--- config.mk ---
export PLATFORM = sky130hd
export DESIGN_NAME = gctr_ctrl
export DESIGN_NICKNAME = d
export VERILOG_FILES = /design/src/rtl/gcm_pkg.sv /design/src/rtl/gctr_inc.sv /design/src/rtl/gctr_ctrl.sv
export SDC_FILE = /design/constraint.sdc
export NUM_CORES = 1
export LEC_CHECK = 0
export BUFFER_PORTS_ARGS = -buffer_cell sky130_fd_sc_hd__clkbuf_2
export CORE_AREA = 2 2 268 270
export CTS_CLUSTER_DIAMETER = 100
export CTS_CLUSTER_SIZE = 20
export DETAILED_ROUTE_END_ITERATION = 7
export DIE_AREA = 0 0 270 272
export PLACE_DENSITY = 0.57
export SLEW_MARGIN = 40
export SYNTH_ARGS = -nofsm -noshare
export SYNTH_HDL_FRONTEND = slang
export SYNTH_SLANG_ARGS = --single-unit
--- constraint.sdc ---
create_clock -name iClk -period 8.07 [get_ports iClk]
set_input_delay 1.2105 -clock iClk [delete_from_list [all_inputs] [get_ports iClk]]
set_output_delay 1.2105 -clock iClk [all_outputs]
set_load 0.02 [all_outputs]
--- src/rtl/gcm_pkg.sv ---
// gcm_pkg: shared definitions for the GCM GCTR data path.
//   - gctr_state_t : GCTR controller FSM states
//   - BLK_W        : AES / GCM block width in bits
//   - CNT_W_DEFAULT: default width of the incremented counter field
//   - byte_mask()  : keeps leading bytes of a block, zeroes the rest
package gcm_pkg;

    localparam int unsigned BLK_W         = 128;
    localparam int unsigned CNT_W_DEFAULT = 32;

    typedef enum logic [2:0] {
        ST_IDLE,
        ST_WAIT_DATA,
        ST_START,
        ST_ENC,
        ST_OUT
    } gctr_state_t;

    // Byte 0 is bits [0:7]. nbytes = 0 means the whole block is valid.
    function automatic logic [0:BLK_W-1] byte_mask(input logic [0:3] nbytes);
        logic [0:BLK_W-1] m;
        m = '1;
        if (nbytes != 4'd0) begin
            for (int unsigned b = 0; b < BLK_W / 8; b++) begin
                if (b >= {28'd0, nbytes}) begin
                    m[b*8 +: 8] = 8'h00;
                end
            end
        end
        return m;
    endfunction

endpackage

--- src/rtl/gctr_inc.sv ---
// gctr_inc: combinational inc32-style counter block incrementer.
//   i_cb   : current counter block, bit 0 = MSB
//   i_init : counter field value captured at ICB load
//   o_cb   : i_cb with its low CNT_W bits incremented modulo 2^CNT_W
//   o_wrap : incremented field equals i_init (full counter period used)
module gctr_inc
    import gcm_pkg::*;
#(
    parameter int unsigned CNT_W = CNT_W_DEFAULT
) (
    input  logic [0:BLK_W-1] i_cb,
    input  logic [CNT_W-1:0] i_init,
    output logic [0:BLK_W-1] o_cb,
    output logic             o_wrap
);

    logic [CNT_W-1:0] w_field;
    logic [CNT_W-1:0] w_field_inc;

    assign w_field     = i_cb[BLK_W-CNT_W:BLK_W-1];
    assign w_field_inc = w_field + {{(CNT_W-1){1'b0}}, 1'b1};
    assign o_cb        = {i_cb[0:BLK_W-CNT_W-1], w_field_inc};
    assign o_wrap      = (w_field_inc == i_init);

endmodule

--- src/rtl/gctr_ctrl.sv ---
// gctr_ctrl: GCM GCTR controller. Sends the running counter block to the
// AES core for every data block, XORs the keystream with the data and
// advances the low CNT_W-bit counter field.
// Ports:
//   iClk, iRst_n (sync, active low), iClear (sync abort to IDLE)
//   iICB/iICB_valid/oICB_ready        : initial counter block load
//   iIn/iIn_last/iIn_valid/oIn_ready  : data block input
//   oAES_block/oAES_start             : request to AES core
//   iAES_done/iAES_result             : keystream from AES core
//   oOut/oOut_valid/iOut_ready        : XOR result stream
//   oDone, oWrap_err, oBlk_cnt        : status
// Build option: define GCTR_PARTIAL_EN to add iIn_bytes, which truncates
// the final block of a message to its leading iIn_bytes bytes.
module gctr_ctrl
    import gcm_pkg::*;
#(
    parameter int unsigned CNT_W = CNT_W_DEFAULT
) (
    input  logic             iClk,
    input  logic             iRst_n,
    input  logic             iClear,
    input  logic [0:BLK_W-1] iICB,
    input  logic             iICB_valid,
    output logic             oICB_ready,
    input  logic [0:BLK_W-1] iIn,
    input  logic             iIn_last,
    input  logic             iIn_valid,
`ifdef GCTR_PARTIAL_EN
    input  logic [0:3]       iIn_bytes,
`endif
    output logic             oIn_ready,
    output logic [0:BLK_W-1] oAES_block,
    output logic             oAES_start,
    input  logic             iAES_done,
    input  logic [0:BLK_W-1] iAES_result,
    output logic [0:BLK_W-1] oOut,
    output logic             oOut_valid,
    input  logic             iOut_ready,
    output logic             oDone,
    output logic             oWrap_err,
    output logic [31:0]      oBlk_cnt
);

    gctr_state_t      r_state;
    gctr_state_t      w_next_state;
    logic [0:BLK_W-1] r_cb;
    logic [CNT_W-1:0] r_init;
    logic [0:BLK_W-1] r_data;
    logic             r_last;
    logic [0:BLK_W-1] r_out;
    logic             r_done;
    logic             r_wrap;
    logic [31:0]      r_blk_cnt;
    logic [0:BLK_W-1] w_cb_next;
    logic             w_wrap;
    logic [0:BLK_W-1] w_keyed;

    gctr_inc #(
        .CNT_W (CNT_W)
    ) u_inc (
        .i_cb   (r_cb),
        .i_init (r_init),
        .o_cb   (w_cb_next),
        .o_wrap (w_wrap)
    );

`ifdef GCTR_PARTIAL_EN
    logic [0:3] r_bytes;
    assign w_keyed = (r_data ^ iAES_result) & (r_last ? byte_mask(r_bytes) : '1);
`else
    assign w_keyed = r_data ^ iAES_result;
`endif

    always_ff @(posedge iClk) begin
        if (!iRst_n || iClear) begin
            r_state <= ST_IDLE;
        end else begin
            r_state <= w_next_state;
        end
    end

    always_comb begin
        w_next_state = r_state;
        oICB_ready   = 1'b0;
        oIn_ready    = 1'b0;
        oAES_start   = 1'b0;
        oAES_block   = '0;
        oOut_valid   = 1'b0;
        case (r_state)
            ST_IDLE: begin
                oICB_ready = 1'b1;
                if (iICB_valid) w_next_state = ST_WAIT_DATA;
            end
            ST_WAIT_DATA: begin
                oIn_ready = 1'b1;
                if (iIn_valid) w_next_state = ST_START;
            end
            ST_START: begin
                oAES_start   = 1'b1;
                oAES_block   = r_cb;
                w_next_state = ST_ENC;
            end
            ST_ENC: begin
                oAES_block = r_cb;
                if (iAES_done) w_next_state = ST_OUT;
            end
            ST_OUT: begin
                oOut_valid = 1'b1;
                if (iOut_ready) w_next_state = r_last ? ST_IDLE : ST_WAIT_DATA;
            end
            default: w_next_state = ST_IDLE;
        endcase
    end

    always_ff @(posedge iClk) begin
        if (!iRst_n || iClear) begin
            r_cb      <= '0;
            r_init    <= '0;
            r_data    <= '0;
            r_last    <= 1'b0;
            r_out     <= '0;
            r_done    <= 1'b0;
            r_wrap    <= 1'b0;
            r_blk_cnt <= '0;
`ifdef GCTR_PARTIAL_EN
            r_bytes   <= '0;
`endif
        end else begin
            r_done <= 1'b0;
            case (r_state)
                ST_IDLE: begin
                    if (iICB_valid) begin
                        r_cb      <= iICB;
                        r_init    <= iICB[BLK_W-CNT_W:BLK_W-1];
                        r_blk_cnt <= '0;
                        r_wrap    <= 1'b0;
                    end
                end
                ST_WAIT_DATA: begin
                    if (iIn_valid) begin
                        r_data  <= iIn;
                        r_last  <= iIn_last;
`ifdef GCTR_PARTIAL_EN
                        r_bytes <= iIn_bytes;
`endif
                    end
                end
                ST_ENC: begin
                    if (iAES_done) begin
                        r_out     <= w_keyed;
                        r_cb      <= w_cb_next;
                        r_blk_cnt <= r_blk_cnt + 32'd1;
                        // sticky until the next ICB load
                        if (w_wrap) r_wrap <= 1'b1;
                    end
                end
                ST_OUT: begin
                    if (iOut_ready && r_last) r_done <= 1'b1;
                end
                default: ;
            endcase
        end
    end

    assign oOut      = r_out;
    assign oDone     = r_done;
    assign oWrap_err = r_wrap;
    assign oBlk_cnt  = r_blk_cnt;

endmodule

; Word-level counts from Yosys, hierarchy flattened
; Cells that the tools add are included.
[totals]
input_bits = 392
mem_count = 0
romBits = 0
ff_bits = 454
ram_bits = 0
word_cells = 61
latchBits = 0
output_inout_bits = 294
[op_classes]
multipliers = 0
order_cmp = 0
div = 0
n_reduce_logical = 14
bitwise = 3
n_shift = 0
mux = 22
n_addsub = 2
eq_ne = 10
[ops]
columns = op, count
row1 = 128-bit two-way mux, 2
row2 = 128-bit one-hot mux with 2 select lines, 1
row3 = 128-bit XOR, 1
row4 = 32-bit two-way mux, 3
row5 = "32-bit by 1-bit adder with 32-bit output, second input constant", 2
row6 = 32-bit one-hot mux with 2 select lines, 1
row7 = 32-bit == test, 1
row8 = 3-bit one-hot mux with 5 select lines, 1
row9 = 3-bit two-way mux, 4
row10 = 1-bit two-way mux, 9
row11 = "2-bit inequality test, second input constant", 4
row12 = 4-bit AND reduction, 2
row13 = "3-bit by 2-bit == test with 1-bit output, second input constant", 2
row14 = 2-bit AND reduction, 3
row15 = 3-bit AND reduction, 2
row16 = 2-bit OR reduction, 2
row17 = "3-bit by 1-bit == test with 1-bit output, second input constant", 1
row18 = "3-bit == test, second input constant", 1
row19 = 3-bit logical NOT, 1
row20 = "2-bit by 1-bit inequality test with 1-bit output, second input constant", 1
row21 = 1-bit NOT, 2
row22 = 1-bit one-hot mux with 2 select lines, 1
row23 = 2-bit nonzero test, 1
row24 = 1-bit logical AND, 1
row25 = 2 further kinds, 2

; Depth between registers and ports, before layout
[depth]
ltp_word = 5
mapped_depth = 10

; By module
; A second synthesis with hierarchy kept.
[hier_totals]
cells_unflattened = 2689
area_unflattened_um2 = 21680.8
[by_module_without_submodules]
columns = mod, area_per_inst_um2, n_inst, cells_each, seq_area_each_um2
row1 = gctr_ctrl, 19304.8, 1, 2359, 9088.7
row2 = gctr_inc, 2376.0, 1, 330, 0.0

; Least setup slack after synthesis
; No wires, ideal clock.
[synth_path]
kind = input port to flip-flop
from = in iICB_valid
to = reg r_out (netlist bit oOut[10])
stages = 7
setup_ps = 137
path_slack_ps = 5101
required_time_ps = 7933
arrival_time_ps = 2832
path_cell_list = or3b_1 > a21o_1 > clkbuf_1 > nor2_1 > clkbuf_1 > clkbuf_1 > a211oi_1
[synth_rtl]
columns = element, line
row1 = start: declaration, gctr_ctrl.sv:23  ; input logic iICB_valid,
row2 = end signal: assignment, gctr_ctrl.sv:150  ; r_out <= w_keyed;
row3 = end: declaration, gctr_ctrl.sv:50  ; logic [0:BLK_W-1] r_out;

; Worst setup path after layout
[layout_path]
from = reg r_state[1]
to = out oAES_block[93] (netlist name)
[layout_between]
elab_chain_len = 3
elab_cells_between_ends = 4
cone_classes = 2 x eq/ne / 1 x mux / 1 x reduce/logical
[layout_rtl]
columns = element, line
row1 = start: declaration, gctr_ctrl.sv:44  ; gctr_state_t r_state;
row2 = start signal: assignment, gctr_ctrl.sv:78  ; r_state <= w_next_state;
row3 = 3-bit by 2-bit == test with 1-bit output, gctr_ctrl.sv:89  ; case (r_state)
row4 = 2-bit OR reduction (no source line) (*), -
row5 = 128-bit two-way mux (*), gctr_ctrl.sv:89
row6 = end: declaration, gctr_ctrl.sv:32  ; output logic [0:BLK_W-1] oAES_block,
; Every way passes the cells marked *; elsewhere a longest branch is shown, timed or not.

==> results.yml <==
pwr:
  vdd_drop_max_uv: 145
  p_total_mw: 4.18
  power_density_mw_per_mm2: 170
  p_leak_nw: 9.54
grt:
  grt_pass1_vias: 16700
  antenna_found_initial: 11
  grt_use_total_pct: 16.7
  grt_max_degree: 210
  grt_pass1_wl_um: 99300
  globalRouteOverflowTotal: 0
run_status:
  outcome: "finished, final reports clean"
route:
  dr_total_vias: 18200
  routed_wl_um: 65500
  drt_iter0_drc: 1163
  drcViolationCount: 0
  dr.pass1.iters: 5
  wl_per_cell_um: 16.6
  via_per_inst: 4.61
  antenna_left: 0
min_path:
  hold_path_class: "reg2reg"
clock_network:
  cts_resized: 0
  htreeDepth: 1
  clkLatencyLatePin_ps: 610
  numCtsBuffers: 28
  clk_path_buf_depth: 3
  cts.clk_slew.worst_paths_ps: 80
  cts_root_buffer: "clkbuf_16"
  cts_setup_buffers: 0
  cts.hold.buffers_added: 0
  cts_sinks: 454
  cts_tree: "done"
placement:
  dp.cells: 3910
  dpl_cell_area_mm2: 0.0237
  io_buffer_count: 685
  dp_hpwl_um: 46400
  gp_congestion: 0.821
  pre_cts_slack_ps: 3790
finish:
  final_common_cell: "clkbuf_2"
  final_cell_mix: "clkbuf_2, nand2_1, dfxtp_1"
  final_net_count: 3387
  fin_cells: 3954
  fin_util_pct: 34.8
  drive_gt1_share_pct: 25.4
  fin_area_mm2: 0.0246
  syn2layout_area_growth_pct: 25.4
logic_synthesis:
  synth_cell_type_count: 65
  syn_avg_cell_area_um2: 7.98
  ys_seq_area_share_pct: 46.3
  synth_cells: 2459
  synth_edf_count: 0
  syn_area_mm2: 0.0196
  ys_warn_count: 0
  syn-num-nets: 2853
  yosys_most_used_dff: "dfxtp_1"
  ys_seq_elements: 454
  async_reset_ff_share_pct: 0
critical_path:
  required_ps: 6860
  cp-end-kind: "output port"
  cp.arrival_ps: 2970
  cp-start-kind: "flop"
  setup.worst_path.class: "reg2out"
  crit_path_max_fanout: 63
  r2r_slack_ps: 4270
die:
  fp.coreArea_mm2: 0.0708
  ios: 686
  num_rows: 98
  die_area_mm2: 0.0734
  start_util_pct: 27.7
  die-width_um: 270
  die_height_um: 272
sta:
  hold_viol_final: 0
  setup_tns_ps: 0
  setup_viol_count_final: 0
  finalCritPeriodShare_pct: 51.9
  drv_slew: 0
  fin_crit_ps: 4180
  fin_skew_ps: 20.7
  fmax_mhz: 239
  rsz0062_at_grt: "false"
  whs_ps: 452
  relSlewSlack_pct: 44.0
  layout_setup_ws_ps: 3890
  tightestPinTransition_ps: 833
flow_run:
  drv_cap: 0
[Yosys cell counts (23+ instances only)]
| cell type | n | area share [%] |
|---|---|---|
| xor2_1 | 29 | 1.3 |
| clkbuf_1 | 168 | 3.2 |
| nand3_1 | 31 | 0.79 |
| o21ai_0 | 29 | 0.74 |
| xnor2_1 | 167 | 7.5 |
| nand4_1 | 23 | 0.73 |
| a21oi_1 | 294 | 7.5 |
| nor2_1 | 219 | 4.2 |
| dfxtp_1 | 454 | 46 |
| nand2_1 | 576 | 11 |
| buf_2 | 24 | 0.61 |
| and2_1 | 129 | 4.1 |
| a211oi_1 | 132 | 5.1 |
[cell families (layout without fill, tap and decap cells)]
kind of cell    after synthesis  after routing  share of synthesized area, %
mux                           2              2                         0.102
flops                       454            454                          46.3
simple gates               1074           1074                          24.5
buf+inv                     209            749                          4.20
compound gates              522            522                          16.0
other cells                   0              5                             0
xor+xnor                    196            196                          8.75
fa+ha+maj                     2              2                         0.128
[metal layers]
layer | wire, um | vias to the layer above | global-route usage [%] | share of wire [%]
met5 | 81 | - | 0 | 0.12
met4 | 2050 | 12 | 5.42 | 3.1
met3 | 4120 | 95 | 3.38 | 6.3
met2 | 30900 | 532 | 27.6 | 47
met1 | 28300 | 8353 | 21.9 | 43
li1 | - | 9235 | - | -
[power breakdown]
part	internal [mW]	switching [mW]
clock network	0.693	0.808
registers	2.27	0.0334
logic	0.158	0.213
total	3.12	1.05
[area by class of cell]
cell class | count | area (um2)
diodes | 5 | 12.5
clock buffers | 31 | 743
clock inverters | 5 | 82.6
fillers | 7612 | 46200
inverters | 10 | 37.5
multi-input cells | 1796 | 9760
flip-flops and latches | 454 | 9090
well taps | 950 | 1190
repair buffers | 703 | 3690
[registers in the layout, summed over array words and instances (netlist names)]
name / cells
oWrap_err: 1
oDone: 1
r_last: 1
r_cb: 128
r_init: 32
oBlk_cnt: 32
r_state: 3
oOut: 128
r_data: 128
[critical path, stage by stage (launching register included)]
cell and delay, ps:
dfxtp_1 610, nor2b_4 590, buf_4 440, buf_12 270
and2_1 220, clkbuf_2 200
[path summary, 6_finish.rpt]
check / startpoint / end / cells after the start
worst min-delay path: r_cb[18] / r_cb[18] / 2
worst min register to register: r_cb[18] / r_cb[18] / 2
worst max register to register: r_cb[127] / oWrap_err / 8
worst max-delay path: r_state[1] / oAES_block[93] / 5
Power figures use the tool's default switching activity.
